**src/rtl/interrupt_scheduler_if.sv**
```systemverilog
// Handshake bundle between the CPU core and the interrupt scheduler.
// The master modport is the CPU side, and the slave modport is the scheduler side.
interface interrupt_scheduler_if #(
    parameter int PC_W   = 11,
    parameter int TIME_W = 16
);
    logic              halt_req;
    logic              quantum_set;
    logic [TIME_W-1:0] quantum_val;
    logic [PC_W-1:0]   pc_next;
    logic              int_ack;
    logic              int_ret;
    logic              irq;
    logic [PC_W-1:0]   irq_vector;
    logic [31:0]       int_cause;
    logic [PC_W-1:0]   saved_pc;
    logic              busy;

    modport master (
        output halt_req, quantum_set, quantum_val, pc_next, int_ack, int_ret,
        input  irq, irq_vector, int_cause, saved_pc, busy
    );

    modport slave (
        input  halt_req, quantum_set, quantum_val, pc_next, int_ack, int_ret,
        output irq, irq_vector, int_cause, saved_pc, busy
    );
endinterface

```
**src/rtl/interrupt_scheduler.sv**
```systemverilog
// Time-quantum and halt interrupt scheduler. The scheduler preempts the CPU when the quantum expires
// or when a halt instruction executes, and it holds the resume PC for the handler.
module interrupt_scheduler #(
    parameter int PC_W   = 11,
    parameter int TIME_W = 16
) (
    input  logic                 clk,
    input  logic                 rst,
    interrupt_scheduler_if.slave bus
);
    typedef enum logic [1:0] {IDLE, RUN, PENDING, SERVICE} state_t;

    localparam logic [31:0] CAUSE_NONE    = 32'd0;
    localparam logic [31:0] CAUSE_QUANTUM = 32'd1;
    localparam logic [31:0] CAUSE_HALT    = 32'd2;

    state_t            state;
    logic [TIME_W-1:0] cnt;
    logic [TIME_W-1:0] rld;
    logic              halt_pend;
    logic              irq_q;
    logic [31:0]       cause_q;
    logic [PC_W-1:0]   saved_q;

    logic              expire;
    logic [TIME_W-1:0] rld_eff;

    assign expire  = (state == RUN) && (cnt == TIME_W'(1));
    // A reload in the same cycle as int_ret takes effect immediately.
    assign rld_eff = bus.quantum_set ? bus.quantum_val : rld;

    // NOTE: all state is updated with non-blocking assignments, so every branch sees the pre-edge values.
    always_ff @(posedge clk) begin
        if (rst) begin
            state     <= IDLE;
            cnt       <= '0;
            rld       <= '0;
            halt_pend <= 1'b0;
            irq_q     <= 1'b0;
            cause_q   <= CAUSE_NONE;
            saved_q   <= '0;
        end else begin
            irq_q <= 1'b0;
            if (bus.quantum_set) begin
                cnt <= bus.quantum_val;
                rld <= bus.quantum_val;
            end

            case (state)
                IDLE, RUN: begin
                    // A halt beats a simultaneous expiry, and the expiry is dropped.
                    if (bus.halt_req || expire) begin
                        saved_q <= bus.pc_next;
                        cause_q <= bus.halt_req ? CAUSE_HALT : CAUSE_QUANTUM;
                        irq_q   <= 1'b1;
                        state   <= PENDING;
                    end else if (bus.quantum_set) begin
                        state <= (bus.quantum_val != '0) ? RUN : IDLE;
                    end else if (state == RUN) begin
                        cnt <= cnt - TIME_W'(1);
                    end
                end

                PENDING: begin
                    if (bus.halt_req) halt_pend <= 1'b1;
                    if (bus.int_ack) begin
                        cause_q <= CAUSE_NONE;
                        state   <= SERVICE;
                    end
                end

                SERVICE: begin
                    if (bus.int_ret) begin
                        if (halt_pend || bus.halt_req) begin
                            halt_pend <= 1'b0;
                            saved_q   <= bus.pc_next;
                            cause_q   <= CAUSE_HALT;
                            irq_q     <= 1'b1;
                            state     <= PENDING;
                        end else begin
                            cnt   <= rld_eff;
                            state <= (rld_eff != '0) ? RUN : IDLE;
                        end
                    end else if (bus.halt_req) begin
                        halt_pend <= 1'b1;
                    end
                end

                default: state <= IDLE;
            endcase
        end
    end

    assign bus.irq        = irq_q;
    assign bus.irq_vector = '0;
    assign bus.int_cause  = cause_q;
    assign bus.saved_pc   = saved_q;
    assign bus.busy       = (state == PENDING) || (state == SERVICE);
endmodule

```
**src/flat_wrapper.sv**
```systemverilog
// flat-port wrapper written by rule: the top's interface ports become plain ports
module interrupt_scheduler_flat 
#(
    parameter int PC_W   = 11,
    parameter int TIME_W = 16
)
  (clk, rst, bus_halt_req, bus_quantum_set, bus_quantum_val, bus_pc_next, bus_int_ack, bus_int_ret, bus_irq, bus_irq_vector, bus_int_cause, bus_saved_pc, bus_busy);
  interrupt_scheduler_if #(.PC_W(PC_W), .TIME_W(TIME_W)) bus_i ();
  input  logic clk;
  input  logic rst;
  input wire logic [$bits(bus_i.halt_req)-1:0] bus_halt_req;
  input wire logic [$bits(bus_i.quantum_set)-1:0] bus_quantum_set;
  input wire logic [$bits(bus_i.quantum_val)-1:0] bus_quantum_val;
  input wire logic [$bits(bus_i.pc_next)-1:0] bus_pc_next;
  input wire logic [$bits(bus_i.int_ack)-1:0] bus_int_ack;
  input wire logic [$bits(bus_i.int_ret)-1:0] bus_int_ret;
  output wire logic [$bits(bus_i.irq)-1:0] bus_irq;
  output wire logic [$bits(bus_i.irq_vector)-1:0] bus_irq_vector;
  output wire logic [$bits(bus_i.int_cause)-1:0] bus_int_cause;
  output wire logic [$bits(bus_i.saved_pc)-1:0] bus_saved_pc;
  output wire logic [$bits(bus_i.busy)-1:0] bus_busy;
  assign bus_i.halt_req = bus_halt_req;
  assign bus_i.quantum_set = bus_quantum_set;
  assign bus_i.quantum_val = bus_quantum_val;
  assign bus_i.pc_next = bus_pc_next;
  assign bus_i.int_ack = bus_int_ack;
  assign bus_i.int_ret = bus_int_ret;
  assign bus_irq = bus_i.irq;
  assign bus_irq_vector = bus_i.irq_vector;
  assign bus_int_cause = bus_i.int_cause;
  assign bus_saved_pc = bus_i.saved_pc;
  assign bus_busy = bus_i.busy;
  interrupt_scheduler #(.PC_W(PC_W), .TIME_W(TIME_W)) u_core (.clk(clk), .rst(rst), .bus(bus_i));
endmodule
```
**config.mk**
```make
export PLATFORM = sky130hd
export DESIGN_NAME = interrupt_scheduler_flat
export DESIGN_NICKNAME = d
export VERILOG_FILES = /design/src/rtl/interrupt_scheduler_if.sv /design/src/rtl/interrupt_scheduler.sv /design/src/flat_wrapper.sv
export SDC_FILE = /design/constraint.sdc
export NUM_CORES = 1
export LEC_CHECK = 0
export BUFFER_PORTS_ARGS = -buffer_cell sky130_fd_sc_hd__buf_4
export CAP_MARGIN = 5
export CORE_MARGIN = 8
export CORE_UTILIZATION = 50
export CTS_CLUSTER_DIAMETER = 40
export DETAILED_ROUTE_END_ITERATION = 10
export PLACE_DENSITY = 0.76
export SLEW_MARGIN = 20
export SYNTH_ARGS = -nofsm -noshare
export SYNTH_HDL_FRONTEND = slang
export SYNTH_SLANG_ARGS = --single-unit
```
**constraint.sdc**
```tcl
create_clock -name clk -period 4.01 [get_ports clk]
set_input_delay 0.802 -clock clk [delete_from_list [all_inputs] [get_ports clk]]
set_output_delay 0.802 -clock clk [all_outputs]
set_load 0.02 [all_outputs]
```
==> impl_metrics.ini <==
[detailed_routing]
top_signal_layer_used = met4
overall_via_count_from_detail_route = 2800
routed_wire_length_per_instance_um = 17.40
routed_wire_length_um = 8369
drt-pass1-iter-count = 4
route.met2.wl_um = 3947
detailedRoute.firstIterationViolations = 269
post-route-drc-count = 0
met3WireLength_um = 705
routed_via_density = 5.821
wl_met1_um = 3560
drtAntennaViolNets = 0

[cts]
cts_sinks = 49
cts_tree = built
clock_path_buffers = 2
clock_tree.root_cell = clkbuf_8
clkSlewWorstSetupHoldPaths_ps = 90
clkLatencyLatePin_ps = 310
cts.repair.resized = 0
cts_setup_buffers = 0
htreeDepth = 2
cts_inserted_buffers = 5
cts_hold_buffers = 0

[timing]
fmax_mhz = 408.8
postLayoutSetupSlackWorst_ps = 1564
fin_worst_skew_ps = 6.729
setup_viol = 0
worstMarginPinSlew_ps = 879.5
report.final.slew_viol_count = 0
finalHoldViolations = 0
finalSetupTns_ps = 0
final.min_clock_period_ps = 2446
fin_hold_ws_ps = 493.5
unrepaired_setup_endpoints_after_global_routing = false
share_of_the_cycle_needed_by_the_critical_path_after_routing_pct = 61.01
max_slew_margin_pct = 41.28

[power_and_ir_drop]
p_leak_uw = 0.001410
ir_drop_mv = 0.2735
power_per_cell_area_mw_per_mm2 = 356.4

[final_layout]
postLayoutCellArea_mm2 = 0.003368
drive_above_1_share_pct = 16.50
antenna_cells = 0
fin_nets = 440
fraction_of_the_core_area_covered_by_cells_at_the_end_of_the_flow_pct = 56.89
n_fill_cell = 577
syn_to_final_growth_pct = 9.878

[setup_path]
worst_setup_path_end_kind = flip-flop
setup.worst_path.class = reg2reg
worst_ep_required_time_ps = 4190
worst_setup_path_start_kind = flip-flop
timing.critical_path.fanout_max = 25
worst-endpoint-arrival_ps = 2620

[place]
place.gp.congestion = 0.9505
post-place-ws_ps = 1353
hpwlAfterDp_um = 6278
dpl_cell_area_mm2 = 0.003281
count_of_input_and_output_buffers = 47

[global_route]
number_of_global_route_vias_before_repair = 2683
grt-ovfl-total = 0
antenna_violations_before_repair = 0
grt_max_degree = 49
grt_util_all_layers_pct = 18.39
first_pass_grt_wire_length_um = 13170

[die]
floorplan.initialDensity_pct = 51.78
die_h_um = 94.30
die_width_um = 94.30
placement_rows = 28
design.die.area_mm2 = 0.008892
i_o_pins = 89
fp.coreArea_mm2 = 0.005921

[yosys]
yosysSeqAreaShare_pct = 32.00
synthMuxAreaShare_pct = 11.88
netlist-cell-type-count = 54
async_reset_ff_share_pct = 0
synth-simple-area-share_pct = 22.37
count_of_flip_flops_with_a_built_in_enable_after_synthesis = 0
complex_gate_fraction_of_the_synthesized_area_pct = 17.18
synth.most_common_cell = dfxtp_1
ys_dominant_reg_cell = dfxtp_1
yosysWarnings = 0
largest_area_contributor_in_the_synthesized_netlist = dfxtp_1
largest_family_of_logic_cells_by_synthesized_area = simple AND/OR/NAND/NOR gates
synth_area_leaders = dfxtp_1 32%, buf_4 11%, mux2i_1 11%, nor2_1 5.0%, a21oi_1 4.1%
synthCells = 373
synth-adder-area-share_pct = 0.8163
flop_and_latch_count_out_of_synthesis = 49
synth_area_per_cell_um2 = 8.218
post_synth_xor_area_fraction_pct = 0.8571
synth.cell_area_mm2 = 0.003065
synth.cells.most_frequent = 49 x dfxtp_1, 45 x buf_4, 41 x nor2_1
synth_top_cell_area_share_pct = 32.00

[outcome]
run_status = complete, no violations

[worst_hold_path]
holdCritPathClass = reg2reg

[job]
cap_violations = 0
layer usage:
layer	GRT usage (%)	vias up
met2	29.84	130
li1	-	1339
met4	7.662	0
met5	0	-
met3	3.118	12
met1	23.43	1319
final timing paths:
check	startpoint	to	slack (ps)	cells past startpoint
setup / recovery	u_core.state[1]$_SDFFE_PP0P_	u_core.cnt[11]$_SDFF_PP0_	1560	5
hold / removal	u_core.bus.int_cause[1]$_SDFFE_PP0P_	u_core.bus.int_cause[1]$_SDFFE_PP0P_	490	2
setup reg to reg	u_core.state[1]$_SDFFE_PP0P_	u_core.cnt[11]$_SDFF_PP0_	1560	5
hold reg to reg	u_core.bus.int_cause[1]$_SDFFE_PP0P_	u_core.bus.int_cause[1]$_SDFFE_PP0P_	490	2
power by group:
part           switching, uW  leakage (uW)  internal (uW)  total [uW]
Sequential              51.8      0.000405            524         576
Combinational            197      0.000968            129         327
Clock                    175     0.0000374            123         298
flip-flops by register name (all words and copies together), names as in the netlist:
| register | cells |
|---|---|
| u_core.bus.saved_pc | 11 |
| u_core.bus.irq | 1 |
| u_core.halt_pend | 1 |
| u_core.state | 2 |
| u_core.bus.int_cause | 2 |
| u_core.rld | 16 |
| u_core.cnt | 16 |
per-stage QoR:
stage / total power, uW / std cells
after CTS: 1201 / 481
after floorplan: 833.5 / 413
after global placement: 903.0 / 473
after detailed placement: 906.8 / 473
final: 1201 / 481
after global routing: 1255 / 481
critical path, stage by stage, from the launching register on:
cell and delay [ps]:
dfxtp_1 610, nor2b_1 640, nand2_1 330, o31a_1 360, o21ai_0 270, a21oi_1 110
cells in the final DEF (no fill, tap or decap), types with 6 or more instances in the layout:
master and instances:
a21oi_1 25, buf_4 50, conb_1 41, dfxtp_1 49, inv_1 9, mux2i_1 33, nand2_1 28, nand3_1 9
nor2_1 41, nor3_1 6, nor4_1 16, o21ai_0 12, o31a_1 6
cells by family after synthesis:
kind of cell / Yosys count
other cells: 1
buf+inv: 74
compound gates: 77
simple gates: 131
xor+xnor: 3
mux: 36
fa+ha+maj: 2
flops: 49
area by class of cell:
| type | count | area (um2) | area share, % |
|---|---|---|---|
| Multi-Input combinational cell | 290 | 1797 | 53.34 |
| Sequential cell | 49 | 980.9 | 29.12 |
| Clock buffer | 6 | 72.57 | 2.155 |
| Clock inverter | 2 | 15.01 | 0.4458 |
| Tap cell | 75 | 93.84 | 2.786 |
| Timing Repair Buffer | 50 | 375.4 | 11.14 |
| Inverter | 9 | 33.78 | 1.003 |
Power figures use the tool's default switching activity.
